## src/rtl/if_id_skid_reg_if.sv

```systemverilog
// Instruction-stage handshake bundle: valid/ready plus PC, PC+4 and instruction word.
// The master drives valid and the payload, and the slave drives ready.
interface if_id_skid_reg_if #(
  parameter int XLEN = 32
);
  logic            valid;
  logic            ready;
  logic [XLEN-1:0] pc;
  logic [XLEN-1:0] pcplus4;
  logic [31:0]     instr;

  modport master (output valid, pc, pcplus4, instr, input  ready);
  modport slave  (input  valid, pc, pcplus4, instr, output ready);
endinterface

```

## src/rtl/if_id_skid_reg.sv

```systemverilog
// IF/ID boundary register with a one-entry skid buffer and a synchronous flush.
// Define IFID_PERF_EN to add the perf_fetched, perf_stall and perf_flushed counters.
module if_id_skid_reg #(
  parameter int          XLEN      = 32,
  parameter logic [31:0] NOP_INSTR = 32'h0000_0013
) (
  input  logic                     clk,
  input  logic                     rstn,
  if_id_skid_reg_if.slave          fetch,
  if_id_skid_reg_if.master         dec,
  input  logic                     flush
`ifdef IFID_PERF_EN
  ,
  output logic [XLEN-1:0]          perf_fetched,
  output logic [XLEN-1:0]          perf_stall,
  output logic [XLEN-1:0]          perf_flushed
`endif
);

  typedef struct packed {
    logic [XLEN-1:0] pc;
    logic [XLEN-1:0] pcplus4;
    logic [31:0]     instr;
  } ent_t;

  ent_t main_q, sk_q, in_ent;
  logic id_valid, sk_valid;
  logic in_fire, out_fire;

  assign in_ent   = '{pc: fetch.pc, pcplus4: fetch.pcplus4, instr: fetch.instr};
  assign in_fire  = fetch.valid & ~sk_valid;
  assign out_fire = id_valid & dec.ready;

  assign fetch.ready = ~sk_valid;
  assign dec.valid   = id_valid;
  assign dec.pc      = main_q.pc;
  assign dec.pcplus4 = main_q.pcplus4;
  assign dec.instr   = main_q.instr;

  // main_q.instr is forced to NOP whenever id_valid drops, so id_instr stays flop-driven.
  always_ff @(posedge clk or negedge rstn) begin
    if (!rstn) begin
      id_valid <= 1'b0;
      sk_valid <= 1'b0;
      main_q   <= '{pc: '0, pcplus4: '0, instr: NOP_INSTR};
      sk_q     <= '{pc: '0, pcplus4: '0, instr: NOP_INSTR};
    end else if (flush) begin
      id_valid     <= 1'b0;
      sk_valid     <= 1'b0;
      main_q.instr <= NOP_INSTR;
    end else if (sk_valid) begin
      if (out_fire) begin
        main_q   <= sk_q;
        sk_valid <= 1'b0;
      end
    end else if (id_valid) begin
      if (in_fire && out_fire) begin
        main_q <= in_ent;
      end else if (in_fire) begin
        sk_q     <= in_ent;
        sk_valid <= 1'b1;
      end else if (out_fire) begin
        id_valid     <= 1'b0;
        main_q.instr <= NOP_INSTR;
      end
    end else if (in_fire) begin
      main_q   <= in_ent;
      id_valid <= 1'b1;
    end
  end

`ifdef IFID_PERF_EN
  logic [1:0] flush_cnt;

  assign flush_cnt = {1'b0, id_valid & ~out_fire} + {1'b0, sk_valid} + {1'b0, in_fire};

  always_ff @(posedge clk or negedge rstn) begin
    if (!rstn) begin
      perf_fetched <= '0;
      perf_stall   <= '0;
      perf_flushed <= '0;
    end else begin
      if (in_fire)               perf_fetched <= perf_fetched + 1'b1;
      if (id_valid && !dec.ready) perf_stall  <= perf_stall + 1'b1;
      if (flush)                 perf_flushed <= perf_flushed + XLEN'(flush_cnt);
    end
  end
`endif

endmodule

```

## src/flat_wrapper.sv

```systemverilog
// flat-port wrapper written by rule: the top's interface ports become plain ports
module if_id_skid_reg_flat 
#(
  parameter int          XLEN      = 32,
  parameter logic [31:0] NOP_INSTR = 32'h0000_0013
)
  (clk, rstn, flush, fetch_valid, fetch_pc, fetch_pcplus4, fetch_instr, fetch_ready, dec_valid, dec_pc, dec_pcplus4, dec_instr, dec_ready);
  if_id_skid_reg_if #(.XLEN(XLEN)) fetch_i ();
  if_id_skid_reg_if #(.XLEN(XLEN)) dec_i ();
  input  logic clk;
  input  logic rstn;
  input  logic flush;
  input wire logic [$bits(fetch_i.valid)-1:0] fetch_valid;
  input wire logic [$bits(fetch_i.pc)-1:0] fetch_pc;
  input wire logic [$bits(fetch_i.pcplus4)-1:0] fetch_pcplus4;
  input wire logic [$bits(fetch_i.instr)-1:0] fetch_instr;
  output wire logic [$bits(fetch_i.ready)-1:0] fetch_ready;
  output wire logic [$bits(dec_i.valid)-1:0] dec_valid;
  output wire logic [$bits(dec_i.pc)-1:0] dec_pc;
  output wire logic [$bits(dec_i.pcplus4)-1:0] dec_pcplus4;
  output wire logic [$bits(dec_i.instr)-1:0] dec_instr;
  input wire logic [$bits(dec_i.ready)-1:0] dec_ready;
  assign fetch_i.valid = fetch_valid;
  assign fetch_i.pc = fetch_pc;
  assign fetch_i.pcplus4 = fetch_pcplus4;
  assign fetch_i.instr = fetch_instr;
  assign fetch_ready = fetch_i.ready;
  assign dec_valid = dec_i.valid;
  assign dec_pc = dec_i.pc;
  assign dec_pcplus4 = dec_i.pcplus4;
  assign dec_instr = dec_i.instr;
  assign dec_i.ready = dec_ready;
  if_id_skid_reg #(.XLEN(XLEN), .NOP_INSTR(NOP_INSTR)) u_core (.clk(clk), .rstn(rstn), .fetch(fetch_i), .dec(dec_i), .flush(flush));
endmodule
```

## config.mk

```make
export PLATFORM = sky130hd
export DESIGN_NAME = if_id_skid_reg_flat
export DESIGN_NICKNAME = d
export VERILOG_FILES = /design/src/rtl/if_id_skid_reg_if.sv /design/src/rtl/if_id_skid_reg.sv /design/src/flat_wrapper.sv
export SDC_FILE = /design/constraint.sdc
export NUM_CORES = 1
export LEC_CHECK = 0
export BUFFER_PORTS_ARGS = -buffer_cell sky130_fd_sc_hd__buf_2
export CORE_UTILIZATION = 43
export DETAILED_ROUTE_END_ITERATION = 12
export PLACE_DENSITY = 0.7
export SETUP_SLACK_MARGIN = 0.5
export SLEW_MARGIN = 20
export SYNTH_ARGS = -nofsm -noshare
export SYNTH_HDL_FRONTEND = slang
export SYNTH_SLANG_ARGS = --single-unit
```

## constraint.sdc

```tcl
create_clock -name clk -period 3.6 [get_ports clk]
set_clock_uncertainty 0.2 [all_clocks]
set_input_delay 0.18 -clock clk [delete_from_list [all_inputs] [get_ports clk]]
set_output_delay 0.18 -clock clk [all_outputs]
set_load 0.005 [all_outputs]
```

# [After elaboration in Yosys (flattened, before gate mapping)]
# Cells that the tools add are included.
[totals] output_inout_bits=98 inputBits=101 register_bits=194 word_cells=45
[classes] n_eq_ne=6 mux=20 n_reduce_logical=6 n_bitwise=5
[ops] op="$mux 96" n=4
[ops] op="$mux 32" n=4
[ops] op="$mux 64" n=1
[ops] op="$mux 1" n=11
[ops] op="$reduce_and 4->1" n=2
[ops] op="$ne 3x3->1 const B" n=2
[ops] op="$ne 5x5->1 const B" n=1
[ops] op="$reduce_and 5->1" n=1
[ops] op="$ne 2x2->1 const B" n=2
[ops] op="$ne 4x4->1 const B" n=1
[ops] op="$reduce_bool 4->1" n=1
[ops] op="$not 1->1" n=3
[ops] op="$reduce_bool 3->1" n=1
[ops] op="$and 1x1->1" n=2
[ops] op="$logic_and 1x1->1" n=1

# [Depth between registers and ports, before layout]
[logic_depth] ltp_word=7 depth_mapped=6 depth_no_buf=3

# [Least setup slack after synthesis]
# No wires, ideal clock.
[synth_path] kind="register to register" start="register u_core.id_valid, in the netlist u_core.dec.valid" end="register u_core.main_q (netlist bit u_core.dec.pc[24])" path_slack_ns=1.643 path_buffers=3 period_less_slack_ns=1.957 setup_time_ns=0.125 required_time_ns=3.275 arrival_ns=1.632 stages_incl_launch_ff=7 cell_sequence="dfrtp_1 buf_2 and2b_1 a211oi_2 buf_4 buf_4 mux2_2"
[synth_between] elab_chain_cells=4 word_cells_on_any_way=8 cone_classes="eq/ne (2); mux (2); bitwise (1); reduce/logical (3)"
[synth_lines] element="start, declared" line_no="if_id_skid_reg.sv:27" rtl="logic id_valid, sk_valid;"
[synth_lines] element="start signal, assigned" line_no="if_id_skid_reg.sv:43" rtl="id_valid <= 1'b0;"
[synth_lines] element="start signal, assigned" line_no="if_id_skid_reg.sv:48" rtl="id_valid <= 1'b0;"
[synth_lines] element="start signal, assigned" line_no="if_id_skid_reg.sv:63" rtl="id_valid <= 1'b0;"
[synth_lines] element="$and 1x1->1" line_no="if_id_skid_reg.sv:32" rtl="assign out_fire = id_valid & dec.ready;"
[synth_lines] element="$logic_and 1x1->1" line_no="if_id_skid_reg.sv:57" rtl="if (in_fire && out_fire) begin"
[synth_lines] element="$ne 3x3->1 (no source line)"
[synth_lines] element="$reduce_and 4->1 (no source line)"
[synth_lines] element="end signal, assigned" line_no="if_id_skid_reg.sv:53" rtl="main_q <= sk_q;"
[synth_lines] element="end signal, assigned" line_no="if_id_skid_reg.sv:58" rtl="main_q <= in_ent;"
[synth_lines] element="end signal, assigned" line_no="if_id_skid_reg.sv:67" rtl="main_q <= in_ent;"
[synth_lines] element="end, declared" line_no="if_id_skid_reg.sv:26" rtl="ent_t main_q, sk_q, in_ent;"
# Parallel ways exist; a longest one is shown, timed or not.
# A chain may end at the register's enable or synchronous reset.

# [Final worst setup path]
[layout_path] start="register u_core.sk_valid" end="register u_core.sk_q[83] in the netlist's numbering"
[layout_between] elab_chain_cells=5
[layout_lines] element="start, declared" line_no="if_id_skid_reg.sv:27"
[layout_lines] element="start signal, assigned" line_no="if_id_skid_reg.sv:44" rtl="sk_valid <= 1'b0;"
[layout_lines] element="start signal, assigned" line_no="if_id_skid_reg.sv:49" rtl="sk_valid <= 1'b0;"
[layout_lines] element="start signal, assigned" line_no="if_id_skid_reg.sv:54" rtl="sk_valid <= 1'b0;"
[layout_lines] element="$not 1->1 (no source line) (*)"
[layout_lines] element="$and 1x1->1" line_no="if_id_skid_reg.sv:31" rtl="assign in_fire = fetch.valid & ~sk_valid;"
[layout_lines] element="$logic_and 1x1->1" line_no="if_id_skid_reg.sv:57"
[layout_lines] element="$not 1->1 (no source line)"
[layout_lines] element="$reduce_and 5->1 (no source line) (*)"
[layout_lines] element="end signal, assigned" line_no="if_id_skid_reg.sv:46" rtl="sk_q <= '{pc: '0, pcplus4: '0, instr: NOP_INSTR};"
[layout_lines] element="end signal, assigned" line_no="if_id_skid_reg.sv:60" rtl="sk_q <= in_ent;"
[layout_lines] element="end, declared" line_no="if_id_skid_reg.sv:26"
# Every way passes the cells marked *; elsewhere a longest branch is shown, timed or not.

==> impl_summary.log <==
[metrics] status: complete, no violations
[metrics] area occupied by multi-input gates: 3260 um^2
[metrics] clock sinks: 194
[metrics] final count of pins violating max slew: 0
[metrics] Final Cycle Share: 72.2%
[metrics] Post-DP HPWL: 11900 um
[metrics] number of antenna diodes: 0
[metrics] Max clock buf depth: 2
[metrics] full die area: 19900 um^2
[metrics] first-pass detailed-route iteration total: 4
[metrics] class of the tightest hold or removal check: primary input to async pin
[metrics] CORE AREA: 18800 um^2
[metrics] effective utilization at floorplan: 44.1%
[metrics] category of the worst setup path launch point: flop
[metrics] initial antenna violation count: 0
[metrics] count of input and output buffers: 198
[metrics] Max Freq: 0.385 GHz
[metrics] total number of yosys warnings: 0
[metrics] Detailed Route WL: 18300 um
[metrics] boundary pin count: 199
[metrics] post-layout min period: 2.60 ns
[metrics] TritonCTS clock tree: done
[metrics] final hold vios: 0
[metrics] peak ir drop on the vdd network: 0.000374 V
[metrics] area added between synthesis and finish: 34.9%
[metrics] via count of the first global-routing pass: 6078
[metrics] pin count of the biggest net entering global routing: 85
[metrics] post-CTS repair timing setup buffer count: 0
[metrics] routed length per placed instance: 16.7 um
[metrics] total power divided by cell area: 553 nW/um^2
[metrics] placer's final routability congestion estimate: 0.734
[metrics] Slew Limit Headroom: 32.8%
[metrics] number of nets at the end of the flow: 929
[metrics] Final WS setup: 1.00 ns
[metrics] number of inserted filler cells in the final layout: 1463
[metrics] Num CTS Buffers: 17
[metrics] worst-path maximum fanout: 49
[metrics] routed vias/inst: 4.98
[metrics] library cell used as clock root buffer: sky130_fd_sc_hd__clkbuf_16
[metrics] synth unique cells: 25
[metrics] post-route ant nets: 0
[metrics] vertical extent of the die: 141 um
[metrics] total negative slack: 0 ns
[metrics] Crit path arrival time: 2.70 ns
[metrics] total grt overflow: 0
[metrics] fraction of final layout cells sized beyond drive strength 1: 51.4%
[metrics] # Max-Cap Violations: 0
[metrics] DRC: 0
[metrics] synthesized area: 8310 um^2
[metrics] row count: 50
[metrics] overall via count from detail_route: 5483
[metrics] synthesized flop and latch total: 194
[metrics] RSZ-0062 raised after global routing: false
[metrics] clock network latency to the later pin of the worst-skew pair: 0.43 ns
[metrics] total of endpoints with negative setup slack in the final report: 0
[metrics] drt initial violations: 147
[metrics] Critical Path RT: 3.70 ns
[metrics] post-synthesis instance total: 538
[metrics] standby leakage power: 0.00508 uW
[metrics] Sequential cell area: 4870 um^2
[metrics] sequential share of the synthesized area: 58.5%
[metrics] syn avg cell area: 15.5 um^2
[metrics] type of the setup path with the least slack: flop to flop
[metrics] Post-Place Worst Slack: 0.984 ns
[metrics] slew of the pin with the lowest slew margin: 1.01 ns
[metrics] first-pass GRT wire length: 30600 um
[metrics] die extent in x: 141 um
[metrics] nets in the synthesized netlist: 639
[metrics] H-tree levels: 4
[metrics] register clock-pin slew on the reported worst setup and hold paths: 0.07 ns
[metrics] overall global routing resource usage: 19.6%
[metrics] kind of end point of the critical path: flop
[sequential cells by signal, indices dropped and copies added (netlist names)]
signal	flops
u_core.dec.instr	32
u_core.dec.pc	32
u_core.sk_valid	1
u_core.dec.pcplus4	32
u_core.sk_q	96
u_core.dec.valid	1
[report_power, final]
| group | switching, uW | internal, uW |
|---|---|---|
| registers | 268 | 2690 |
| clock network | 823 | 1320 |
| logic | 424 | 684 |
| total | 1510 | 4690 |
[critical path, stage by stage (launching register included)]
cell and delay (ns):
sky130_fd_sc_hd__dfrtp_4 0.67, sky130_fd_sc_hd__nand2b_1 0.35, sky130_fd_sc_hd__nor3b_4 0.24, sky130_fd_sc_hd__buf_4 0.57, sky130_fd_sc_hd__mux2_1 0.39
[Yosys cell counts]
cell type                   count  area, um^2
sky130_fd_sc_hd__nand2_1        3        11.3
sky130_fd_sc_hd__buf_1          2        7.51
sky130_fd_sc_hd__buf_2         14        70.1
sky130_fd_sc_hd__a21oi_1        2        10.0
sky130_fd_sc_hd__a211oi_2       1        12.5
sky130_fd_sc_hd__mux2_2       184        2070
sky130_fd_sc_hd__nand2b_1       1        6.26
sky130_fd_sc_hd__o31a_1         1        8.76
sky130_fd_sc_hd__mux2_1        40         450
sky130_fd_sc_hd__a22oi_1        2        15.0
sky130_fd_sc_hd__a211oi_1       1        7.51
sky130_fd_sc_hd__nor3b_2        1        12.5
sky130_fd_sc_hd__buf_6          4        45.0
sky130_fd_sc_hd__and2b_1        1        7.51
sky130_fd_sc_hd__nor3b_1        2        15.0
sky130_fd_sc_hd__a41oi_1        1        8.76
sky130_fd_sc_hd__clkbuf_1      10        37.5
sky130_fd_sc_hd__inv_1          4        15.0
sky130_fd_sc_hd__o21ai_0        2        10.0
sky130_fd_sc_hd__a211o_1        1        8.76
sky130_fd_sc_hd__dfrtp_1      188        4700
sky130_fd_sc_hd__mux2i_1       32         320
sky130_fd_sc_hd__o2bb2ai_1     29         254
sky130_fd_sc_hd__dfstp_2        6         158
sky130_fd_sc_hd__buf_4          6        45.0
[path summary, 6_finish.rpt]
kind | start | slack, ns | depth (start not counted) | endpoint
setup reg to reg | u_core.sk_valid | 1.00 | 4 | u_core.sk_q[83]
min in group clk | u_core.sk_q[72] | 0.29 | 1 | u_core.sk_q[72]
max in group asynchronous | rstn | 2.10 | 3 | u_core.dec.pcplus4[20]
hold reg to reg | u_core.sk_q[72] | 0.29 | 1 | u_core.sk_q[72]
setup / recovery | u_core.sk_valid | 1.00 | 4 | u_core.sk_q[83]
hold / removal | rstn | 0.16 | 2 | u_core.dec.pcplus4[29]
[routing by layer]
metal  up-vias  part of all wire [%]  global-route usage, %  routed length (um)
met1      2778                    43                   23.7                7880
met2       133                    51                   34.3                9350
li1       2538                     -                      -                   -
met4         0                   2.2                   7.84                 398
met3        34                   3.9                   4.21                 716
met5         -                     0                      0                   0
[area by class of cell]
| class | count | area share (%) |
|---|---|---|
| Tap cell | 260 | 2.90 |
| Clock buffer | 22 | 4.32 |
| Clock inverter | 10 | 1.70 |
| Inverter | 4 | 0.134 |
| Multi-Input combinational cell | 304 | 29.0 |
| Timing Repair Buffer | 307 | 18.5 |
| Sequential cell | 194 | 43.4 |
[layout by cell type, fill, tap and decap left out, drive strengths merged]
master,netlist,layout
clkbuf,10,23
bufinv,0,5
o21ai,2,2
mux2,224,224
o31a,1,1
buf,26,206
a22oi,2,2
mux2i,32,32
nand2,3,3
a41oi,1,1
and2b,1,1
a211o,1,1
nand2b,1,1
clkinv,0,1
a21oi,2,2
o2bb2ai,29,29
a211oi,2,2
dlygate4sd3,0,100
nor3b,3,3
dfstp,6,6
inv,4,8
dfrtp,188,188
[per-stage QoR]
stage	hold slack, ns	total power (uW)	instance area (um^2)	instances	utilization, %
2_1_floorplan	-0.316	3530	8310	538	-
3_3_place_gp	0.0652	3940	9540	969	50.7
3_5_place_dp	0.0804	4030	9540	969	50.7
4_1_cts	0.185	6280	11200	1101	59.6
5_1_grt	0.223	6520	11200	1101	59.6
6_report	0.159	6210	11200	1101	59.6
[cells by family after synthesis]
| family | Yosys count | synth area share (%) |
|---|---|---|
| buffers and inverters | 40 | 2.65 |
| muxes | 256 | 34.2 |
| AOI/OAI and AO/OA | 40 | 4.03 |
| and+or+nand+nor | 8 | 0.632 |
| DFF | 194 | 58.5 |
[timing repair]
action                     CTS  global route
setup endpoints to repair    0             0
hold buffers               100             0
gates resized for setup      0             0
hold endpoints to repair   270             0
No activity file was read; power rests on OpenSTA's default activity.
